### config.mk
export PLATFORM = sky130hd
export DESIGN_NAME = bram_stream_reader
export DESIGN_NICKNAME = d
export VERILOG_FILES = /design/src/rtl/bram_stream_reader.sv
export SDC_FILE = /design/constraint.sdc
export NUM_CORES = 1
export LEC_CHECK = 0
export ABC_AREA = 1
export BUFFER_PORTS_ARGS = -buffer_cell sky130_fd_sc_hd__buf_2
export CAP_MARGIN = 20
export CORE_UTILIZATION = 56
export DETAILED_ROUTE_END_ITERATION = 10
export PLACE_DENSITY = 0.81
export SLEW_MARGIN = 20
export SYNTH_ARGS = -nofsm -noshare
export SYNTH_HDL_FRONTEND = slang
export SYNTH_SLANG_ARGS = --single-unit
### constraint.sdc
create_clock -name i_CLK -period 1.9 [get_ports i_CLK]
set_clock_uncertainty 0.05 [all_clocks]
set_input_delay 0.19 -clock i_CLK [delete_from_list [all_inputs] [get_ports i_CLK]]
set_output_delay 0.19 -clock i_CLK [all_outputs]
set_load 0.01 [all_outputs]
### src/rtl/bram_stream_reader.sv
// Read engine for a 1-cycle-latency BRAM: sequences addresses, absorbs read latency and
// streams words over valid/ready with backpressure. Optional `READ_STRIDE_EN adds i_stride.
module bram_stream_reader #(
    parameter int RAM_WIDTH  = 13,
    parameter int NB_ADDRESS = 10,
    parameter int FIFO_DEPTH = 4
) (
    input  logic                  i_CLK,
    input  logic                  i_RST_N,
    input  logic                  i_start,
    input  logic [NB_ADDRESS-1:0] i_base_addr,
    input  logic [NB_ADDRESS:0]   i_length,
`ifdef READ_STRIDE_EN
    input  logic [NB_ADDRESS-1:0] i_stride,
`endif
    output logic [NB_ADDRESS-1:0] o_readAdd,
    input  logic [RAM_WIDTH-1:0]  i_memData,
    output logic [RAM_WIDTH-1:0]  o_data,
    output logic                  o_valid,
    input  logic                  i_ready,
    output logic                  o_last,
    output logic                  o_busy,
    output logic                  o_done,
    output logic [1:0]            o_dbg_state
);

    localparam int PTR_W = $clog2(FIFO_DEPTH);
    localparam int CNT_W = PTR_W + 1;
    localparam int USE_W = CNT_W + 1;
    localparam logic [NB_ADDRESS:0] LEN_ONE = (NB_ADDRESS+1)'(1);

    typedef enum logic [1:0] {
        S_IDLE  = 2'd0,
        S_RUN   = 2'd1,
        S_DRAIN = 2'd2,
        S_DONE  = 2'd3
    } state_t;

    // Handshake: a beat transfers on a rising edge where o_valid && i_ready; o_valid never
    // drops and o_data never changes until that beat has transferred.
    state_t                state_q, state_d;
    logic [NB_ADDRESS-1:0] addr_q, addr_d;
    logic [NB_ADDRESS:0]   remain_q, remain_d;
    logic [1:0]            issue_q, issue_d;
    logic [1:0]            last_q, last_d;
    logic [RAM_WIDTH:0]    fifo_q [FIFO_DEPTH];
    logic [RAM_WIDTH:0]    fifo_d [FIFO_DEPTH];
    logic [PTR_W-1:0]      wr_ptr_q, wr_ptr_d, rd_ptr_q, rd_ptr_d;
    logic [CNT_W-1:0]      count_q, count_d;

    logic                  start_go, run_go, issue_last;
    logic                  push, pop, credit, head_last;
    logic [USE_W-1:0]      in_use;
    logic [RAM_WIDTH:0]    head;
    logic [NB_ADDRESS-1:0] step;

`ifdef READ_STRIDE_EN
    logic [NB_ADDRESS-1:0] stride_q, stride_d;

    always_comb begin
        stride_d = stride_q;
        if (start_go) stride_d = i_stride;
    end

    always_ff @(posedge i_CLK or negedge i_RST_N) begin
        if (!i_RST_N) stride_q <= '0;
        else          stride_q <= stride_d;
    end

    assign step = stride_q;
`else
    assign step = NB_ADDRESS'(1);
`endif

    // Words still inside the BRAM pipeline keep a reserved slot, so a push never overflows.
    assign in_use    = USE_W'(count_q) + USE_W'(issue_q[0]) + USE_W'(issue_q[1]);
    assign credit    = in_use < USE_W'(FIFO_DEPTH);
    assign start_go  = (state_q == S_IDLE) && i_start && (i_length != '0);
    assign run_go    = (state_q == S_RUN) && (remain_q != '0) && credit;
    assign head      = fifo_q[rd_ptr_q];
    assign head_last = head[RAM_WIDTH];
    assign push      = issue_q[1];
    assign pop       = (count_q != '0) && i_ready;

    always_ff @(posedge i_CLK or negedge i_RST_N) begin
        if (!i_RST_N) state_q <= S_IDLE;
        else          state_q <= state_d;
    end

    always_comb begin
        state_d = state_q;
        case (state_q)
            S_IDLE:  if (i_start) state_d = (i_length == '0) ? S_DONE : S_RUN;
            S_RUN:   if ((remain_q == '0) || (run_go && remain_q == LEN_ONE)) state_d = S_DRAIN;
            S_DRAIN: if (pop && head_last) state_d = S_DONE;
            S_DONE:  state_d = S_IDLE;
            default: state_d = S_IDLE;
        endcase
    end

    always_comb begin
        o_busy      = (state_q != S_IDLE);
        o_done      = (state_q == S_DONE);
        o_dbg_state = state_q;
        o_readAdd   = addr_q;
        o_valid     = (count_q != '0);
        o_data      = o_valid ? head[RAM_WIDTH-1:0] : '0;
        o_last      = o_valid & head_last;
    end

    // The start edge itself issues the base address; RUN issues the rest.
    always_comb begin
        addr_d     = addr_q;
        remain_d   = remain_q;
        issue_last = 1'b0;
        if (start_go) begin
            addr_d     = i_base_addr;
            remain_d   = i_length - LEN_ONE;
            issue_last = (i_length == LEN_ONE);
        end else if (run_go) begin
            addr_d     = addr_q + step;
            remain_d   = remain_q - LEN_ONE;
            issue_last = (remain_q == LEN_ONE);
        end
        issue_d = {issue_q[0], start_go | run_go};
        last_d  = {last_q[0], issue_last};
    end

    always_comb begin
        fifo_d   = fifo_q;
        wr_ptr_d = wr_ptr_q;
        rd_ptr_d = rd_ptr_q;
        count_d  = count_q;
        if (push) begin
            fifo_d[wr_ptr_q] = {last_q[1], i_memData};
            wr_ptr_d         = wr_ptr_q + PTR_W'(1);
        end
        if (pop) rd_ptr_d = rd_ptr_q + PTR_W'(1);
        case ({push, pop})
            2'b10:   count_d = count_q + CNT_W'(1);
            2'b01:   count_d = count_q - CNT_W'(1);
            default: count_d = count_q;
        endcase
    end

    always_ff @(posedge i_CLK or negedge i_RST_N) begin
        if (!i_RST_N) begin
            addr_q   <= '0;
            remain_q <= '0;
            issue_q  <= '0;
            last_q   <= '0;
            wr_ptr_q <= '0;
            rd_ptr_q <= '0;
            count_q  <= '0;
            for (int i = 0; i < FIFO_DEPTH; i++) fifo_q[i] <= '0;
        end else begin
            addr_q   <= addr_d;
            remain_q <= remain_d;
            issue_q  <= issue_d;
            last_q   <= last_d;
            wr_ptr_q <= wr_ptr_d;
            rd_ptr_q <= rd_ptr_d;
            count_q  <= count_d;
            fifo_q   <= fifo_d;
        end
    end

endmodule

* Word level (Yosys, flattened, before mapping)
Cells that the tools add are included.
** Storage, ports and cells
- Output and inout port bits :: 29
- Bits of input ports :: 38
- Register bits after elaboration :: 90
** Cells by class
- Order comparisons :: 4
- Multiplexer cells :: 19
- Reduce and logical (&&, ||, !) cells :: 19
- Equality and inequality tests :: 10
- Bitwise gates (word level) :: 4
- Add/subtract/negate cells :: 9
** Operator list (number)
- 56-bit bitwise mux :: 1
- 14-bit two-way mux :: 3
- 14-bit binary-select mux with 2-bit select :: 1
- 14-bit demux with 2-bit select :: 1
- 11-bit by 1-bit equality test with 1-bit output, second input constant :: 2
- 11-bit zero test :: 2
- 11-bit two-way mux :: 2
- 11-bit nonzero test :: 2
- 11-bit by 1-bit subtractor with 11-bit output, second input constant :: 2
- 10-bit two-way mux :: 2
- 13-bit two-way mux :: 1
- 10-bit by 1-bit adder with 10-bit output, second input constant :: 1
- 1-bit logical AND :: 8
- 2-bit two-way mux :: 4
- 2-bit one-hot mux with 4 select lines :: 1
- 2-bit equality test, second input constant :: 3
- 3-bit greater-or-equal comparator, second input constant :: 2
- 2-bit inverter with 3-bit output :: 2
- 3-bit one-hot mux with 2 select lines :: 1
- 2-bit nonzero test :: 3
- 2-bit by 1-bit adder with 2-bit output, second input constant :: 2
- 3-bit by 1-bit adder with 4-bit output :: 1
- 4-bit by 1-bit adder with 4-bit output :: 1
- 2-bit by 1-bit equality test with 1-bit output, second input constant :: 2
- other kinds (13) :: 15

* Longest topological paths before layout
Gate-level depths: netlist of run 1.
- Word-level depth :: 8
- Mapped depth :: 11
- Mapped depth without buffers :: 10

* Least setup slack after synthesis of run 1
Ideal clock, no wire load.
- Path type :: flip-flop to flip-flop
- Start :: register count_q[0]
- End :: register count_q[2]
- Cell stages (with the launch flop) :: 9
- Arrival :: 1592 ps
- Setup time :: 124 ps
- Buffers on the path :: 0
- Path slack :: 134 ps
- Cells stage by stage :: dfrtp_1 inv_1 a21oi_2 ha_1 inv_1 fa_1 a21oi_1 o21ai_0 xnor2_1
** Between the ends
- Cells in the longest elaborated chain, start to end :: 4
- Elaborated cells between the ends (all ways) :: 8
** RTL lines
- start: declaration :: line 49 : logic [CNT_W-1:0] count_q, count_d;
- start signal: assignment :: line 163 : count_q <= count_d;
- 3-bit nonzero test (*) :: line 83 : assign pop = (count_q != '0) && i_ready;
- 1-bit logical AND (*) :: line 83
- net pop :: line 52 : logic push, pop, credit, head_last;
- 2-bit by 1-bit equality test with 1-bit output or 2-bit equality test (tied branches) :: line 139 : case ({push, pop})
- 3-bit one-hot mux with 2 select lines or 2-bit nonzero test (tied branches)
Mark *: on every way through the listed nets, which the timed path passes. The rest lies on a longest branch.
A chain may end at the register's enable or synchronous reset.

* Final worst setup path of run 1
- Start :: register rd_ptr_q[0]
- End :: output port o_data[4]
** Between the ends
- Cells in the longest elaborated chain, start to end :: 5
** RTL lines
- start: declaration :: line 48 : logic [PTR_W-1:0] wr_ptr_q, wr_ptr_d, rd_ptr_q, rd_ptr_d;
- start signal: assignment :: line 162 : rd_ptr_q <= rd_ptr_d;
- 2-bit inverter with 3-bit output (not written as such) :: line 80 : assign head = fifo_q[rd_ptr_q];
- 14-bit binary-select mux with 2-bit select :: line 80
- 14-bit two-way mux (not written as such) (2 in a row) :: line 80
- 13-bit two-way mux :: line 107 : o_data = o_valid ? head[RAM_WIDTH-1:0] : '0;
- end: declaration :: line 18 : output logic [RAM_WIDTH-1:0] o_data,
Every way passes these cells. The select of a mux whose other input is x is not followed.

==> flow_summary.toml, run 1 <==
[floorplan]
ioPinCount = 67
num_rows = 33
initial_core_util_pct = 59.00
dieArea_mm2 = 0.009166
die_x_um = 95.74
die_y_um = 95.74
core_region_area_mm2 = 0.008341

[finish]
nFillCells = 693
antenna_cells = 0
drive_gt1_share_pct = 16.49
syn2layout_area_growth_pct = 16.15
finalNetCount = 786
register_area_mm2 = 0.002253
final_core_util_pct = 68.53
multiInputGateArea_mm2 = 0.002352

[pwr]
peakVddDrop_mv = 0.9511
power.density_mw_per_mm2 = 1717
power.leakage_nw = 2.947

[clock_network]
root_buffer = "clkbuf_8"
clk_path_buf_depth = 2
clk_latency_ns = 0.36
cts.clk_slew.worst_paths_ns = 0.10
h-tree-depth = 3
clock_sinks = 90
cts_made_buffers = 9
cts_tree = "built"

[drt]
drc = 0
dr_total_vias = 4472
ant_nets = 0
drt-wirelength-per-cell_um = 13.15
firstDrtPassIters = 5
viasPerCell = 5.330
drt_iter0_markers = 207
wl_um = 11030

[placed_design]
gp_congestion = 0.9171
numPortBuffers = 66
dp_slack_ns = 0.04067
dpl.hpwl_um = 7607

[logic_synthesis]
synth_xor_area_share_pct = 2.670
synth_fa_ha_area_share_pct = 4.983
yosys_register_bits = 90
synth_warnings = 0
synth_ff_type = "dfrtp_1"
yosysTopAreaCellShare_pct = 45.77
synthMuxAreaShare_pct = 0
yosysUniqueCellTypes = 29
synth_seq_area_share_pct = 45.77
synth_compound_area_share_pct = 12.79
yosysMostFrequentCell = "nand2_1"
async_flop_share_pct = 100.0
netlist_top_cells_count = "188 x nand2_1, 97 x o21ai_0, 90 x dfrtp_1"
yosys-top-cells-area = "dfrtp_1 46%, nand2_1 14%, o21ai_0 9.9%"
synth_top_family_by_area = "simple AND/OR/NAND/NOR gates"
syn-num-nets = 712
syn_inst = 655
synth.cell_area_mm2 = 0.004921
synth.largest_area_cell = "dfrtp_1"
yosys.area_share.simple_pct = 27.08
synth_edf_count = 0
syn_area_per_cell_um2 = 7.513

[timing]
post-route-period-util_pct = 96.08
drv_slew = 0
min_period_ns = 1.825
setup_viol = 0
hold_viol_final = 0
tightest_slew_ns = 0.4732
rsz0062_at_grt = "true"
fmax_mhz = 547.8
finalWorstSetupSlack_ns = 0.07454
max_slew_margin_pct = 68.45

[min_path]
hold_class = "input port to register"
worstHoldStart = "i_base_addr[6]"

[worst_setup_path]
cp-end-kind = "primary output"
crit_path_start_kind = "register"
cp_data_required_time_ns = 1.66
path_class = "register to primary output"
timing.critical_path.mode_cell = "nor2_1"
cpPeakStageDelay_ns = 0.49
crit_family = "flip-flops"
crit_fanout = 9
crit_arrival_ns = 1.59
cp_slowest_cell = "dfrtp_2"
path_cells = "buf_6 > nor2_1 > nor2_1 > o21ai_0 > a21oi_1 > buf_2"
critPathLaunch = "rd_ptr_q[0]"
crit_buf_inv = 2
worst_r2r_startpoint = "count_q[2]"

[status]
status = "finished clean"

[global_routing]
grt_first_pass_wirelength_um = 18420
grt_antenna_before_repair = 1
grt_max_degree = 91
grt_usage_pct = 25.97
grt-ovfl-total = 0
grt_pass1_vias = 4198

[job]
drv_cap = 0
-- final timing paths --
check,to,slack [ns],cells after the start
worst max-delay path,o_data[4],0.07,6
max in group asynchronous,fifo_q[7],1.07,3
worst min register to register,last_q[1],0.30,0
min in group asynchronous,fifo_q[28],0.35,3
worst min-delay path,o_readAdd[6],0.08,5
worst max register to register,count_q[2],0.09,8
-- kinds of logic after synthesis --
kind of cell | Yosys count
AOI/OAI and AO/OA | 123
and+or+nand+nor | 329
DFF | 90
buffers and inverters | 79
adders and majority gates | 19
xor gates and xnor gates | 15
-- placed cells by master (no fill, tap or decap), drive strengths merged --
cell         Yosys  final
nand2          190    190
o31ai            1      1
nor3             1      1
o21bai           3      3
buf             14     86
a21oi           17     17
nor2            90     90
clkbuf          11     11
xnor2            6      6
bufinv           0      2
inv             54     56
nand4            2      2
fa               1      1
clkinv           0      1
ha              18     18
dfrtp           90     90
nand3           40     40
or2              5      5
dlygate4sd3      0      2
nand3b           1      1
o21ai          102    102
xor2             9      9
-- where the power goes --
group | total (W) | switching [W] | internal (W)
Clock | 0.00146 | 0.000672 | 0.000789
Sequential | 0.00347 | 0.000652 | 0.00282
Combinational | 0.00488 | 0.00295 | 0.00193
Total | 0.00981 | 0.00427 | 0.00554
-- area by class of cell --
type	instances	area share, %
tap	105	2.299
sequential	90	39.43
inverter	54	3.634
multi-input combinational	486	41.16
clock inverter	5	1.489
clock buffer	11	2.474
timing repair buffer	88	9.523
-- registers in the layout (all words and copies together), names as in the netlist --
| signal | count |
|---|---|
| o_readAdd | 10 |
| o_dbg_state | 2 |
| count_q | 3 |
| remain_q | 11 |
| wr_ptr_q | 2 |
| issue_q | 2 |
| fifo_q | 56 |
| rd_ptr_q | 2 |
| last_q | 2 |
-- stage by stage --
stage	std cells	area, µm²	hold WS (ns)	setup TNS, ns	power (W)
2_1_floorplan	655	4921	-0.1556	0	0.006719
3_3_place_gp	820	5413	0.2199	0	0.007957
3_5_place_dp	820	5413	0.2207	0	0.008190
4_1_cts	838	5667	0.06556	0	0.009700
5_1_grt	839	5715	0.08648	-0.1028	0.01071
6_report	839	5715	0.07624	0	0.009811
-- timing repair --
| item | 4_1_cts | 5_1_grt |
|---|---|---|
| hold buffers | 2 | 0 |
| setup endpoints to repair | 4 | 37 |
| pin swaps | 0 | 1 |
| hold endpoints to repair | 91 | 0 |
| buffers inserted | 0 | 1 |
| resized for setup | 2 | 17 |
-- worst reg2reg max path, stage by stage (launching register included) --
cell and delay, ns:
dfrtp_1 0.43, nor2_2 0.08, a21oi_2 0.15, ha_1 0.18, inv_1 0.09, fa_2 0.36
a21oi_2 0.14, o21ai_1 0.09, xnor2_1 0.14
-- per-layer routing --
metal,vias to the layer above,part of all wire [%],track usage [%]
met2,113,49,45.89
li1,2239,-,-
met5,-,0.10,0
met1,2097,45,32.11
met3,21,4.6,4.739
met4,2,1.7,8.458
(Power assumes the default switching activity.)
==> run 2: changes to the inputs <==
--- a/config.mk
+++ b/config.mk
@@ -8,9 +8,9 @@
 export ABC_AREA = 1
 export BUFFER_PORTS_ARGS = -buffer_cell sky130_fd_sc_hd__buf_2
 export CAP_MARGIN = 20
-export CORE_UTILIZATION = 56
+export CORE_UTILIZATION = 52
 export DETAILED_ROUTE_END_ITERATION = 10
-export PLACE_DENSITY = 0.81
+export PLACE_DENSITY = 0.79
 export SLEW_MARGIN = 20
 export SYNTH_ARGS = -nofsm -noshare
 export SYNTH_HDL_FRONTEND = slang
==> constraint.sdc (replaced) <==
create_clock -name i_CLK -period 1.48 [get_ports i_CLK]
set_clock_uncertainty 0.05 [all_clocks]
set_input_delay 0.296 -clock i_CLK [delete_from_list [all_inputs] [get_ports i_CLK]]
set_output_delay 0.296 -clock i_CLK [all_outputs]
set_load 0.01 [all_outputs]
==> flow_summary.toml, run 2 (synthesized netlist as in run 1, its figures left out) <==
[finish]
syn2layout_area_growth_pct = 41.93
finalNetCount = 857
largest_register_ffs = 56
final_cell_mix = "154 x nand2_1, 87 x dfrtp_1, 76 x o21ai_0"
largest_register = "fifo_q"
antenna_cells = 0
nFillCells = 622
drive_gt1_share_pct = 35.65
final_common_cell = "nand2_1"

[worst_setup_path]
crit_fanout = 16
path_class = "register to primary output"
worst_r2r_startpoint = "count_q[2]"
path_cells = "inv_4 > buf_12 > o21ai_0 > a21oi_2 > buf_2"
cp_slowest_cell = "dfrtp_2"
crit_buf_inv = 3
crit_family = "flip-flops"
critPathLaunch = "rd_ptr_q[0]"
crit_arrival_ns = 1.56
cpPeakStageDelay_ns = 0.48
cp_data_required_time_ns = 1.13
cp-end-kind = "primary output"
crit_path_start_kind = "register"

[floorplan]
die_x_um = 99.28
die_y_um = 99.28
num_rows = 35
dieArea_mm2 = 0.009857
initial_core_util_pct = 53.51
ioPinCount = 67
core_region_area_mm2 = 0.009196

[global_routing]
grt_antenna_before_repair = 0
grt.busiest_layer = "met2"
grt_first_pass_wirelength_um = 22900
grt_max_degree = 29
grt_usage_pct = 29.20
use_met1_pct = 36.37
grt_pass1_vias = 5018
use_met2_pct = 51.92
met3_usage_pct = 4.146
grt-ovfl-total = 0

[placed_design]
numPortBuffers = 66
gp_congestion = 0.8984
dpl.hpwl_um = 8575

[clock_network]
cts.clk_slew.worst_paths_ns = 0.10
root_buffer = "clkbuf_8"
cts_tree = "built"
cts_made_buffers = 9
clock_sinks = 90
h-tree-depth = 3
clk_latency_ns = 0.37
clk_path_buf_depth = 2

[timing]
setup_viol = 46
min_period_ns = 1.904
fmax_mhz = 525.3
finalWorstSetupSlack_ns = -0.4237
max_slew_margin_pct = 77.22
rsz0062_at_grt = "true"
timing.setup.tns_ns = -12.70
tightest_slew_ns = 0.3381
hold_viol_final = 0
drv_slew = 0
post-route-period-util_pct = 128.6

[pwr]
power.density_mw_per_mm2 = 2338
power.leakage_nw = 3.487
peakVddDrop_mv = 1.454
power_w = 0.01633

[drt]
ant_nets = 0
drt-wirelength-per-cell_um = 15.44
firstDrtPassIters = 5
drc = 0
drt_iter0_markers = 290
viasPerCell = 5.465
wl_um = 14150
dr_total_vias = 5006

[min_path]
worstHoldStart = "i_base_addr[0]"
hold_class = "input port to register"

[status]
violations = "negative setup slack"
status = "complete, but fails checks"

[job]
drv_cap = 0
-- run 2: final timing paths --
check | to | slack, ns | depth (start not counted)
worst max-delay path | o_data[1] | -0.42 | 5
worst min-delay path | o_readAdd[0] | 0.14 | 3
worst max register to register | count_q[2] | -0.37 | 9
worst min register to register | last_q[1] | 0.33 | 0
max in group asynchronous | fifo_q[49] | 0.51 | 3
min in group asynchronous | fifo_q[28] | 0.31 | 2
-- run 2: tightest hold or removal path: cells and delay by family --
family                 cells  cell delay (ns)
AND/OR/NAND/NOR            2             0.14
buffers and inverters      1             0.08
-- run 2: report_power, final --
part / internal (W) / total, W / switching (W) / leakage [nW]
combinational: 0.00457 / 0.00998 / 0.00542 / 2.27
sequential: 0.00362 / 0.00452 / 0.000900 / 1.11
clock: 0.000831 / 0.00182 / 0.000993 / 0.111
-- run 2: final cells by class --
cell class                 instances  area (µm²)  area share [%]
sequential                        90        2256           32.30
tap                              111       138.9           1.989
clock buffer                       9       123.9           1.774
timing repair buffer             159        1326           18.99
clock inverter                     7       95.09           1.362
multi-input combinational        486        2824           40.43
inverter                          54       220.2           3.153
-- run 2: through the flow --
stage / cells / hold slack, ns / setup slack (ns) / utilization, % / area (µm²)
2_1_floorplan: 655 / -0.04959 / -0.1805 / - / 4951
3_3_place_gp: 881 / 0.1587 / -0.1378 / 65.14 / 5991
3_5_place_dp: 881 / 0.1594 / -0.2295 / 65.14 / 5991
4_1_cts: 914 / 0.1184 / -0.3865 / 73.56 / 6765
5_1_grt: 916 / 0.1275 / -0.4812 / 75.95 / 6984
6_report: 916 / 0.1371 / -0.4237 / 75.95 / 6984
-- run 2: per-layer routing --
layer,up-vias,share of wire [%]
met3,30,5.3
met2,199,52
li1,2372,-
met1,2405,41
met4,0,2.2
met5,-,0
-- run 2: what timing repair did --
item	CTS	global route
pin swaps	37	25
endpoints found under the hold margin	18	0
gates cloned	3	0
hold buffers	1	0
endpoints found under the setup margin	44	44
resized for setup	107	72
buffers inserted	14	8
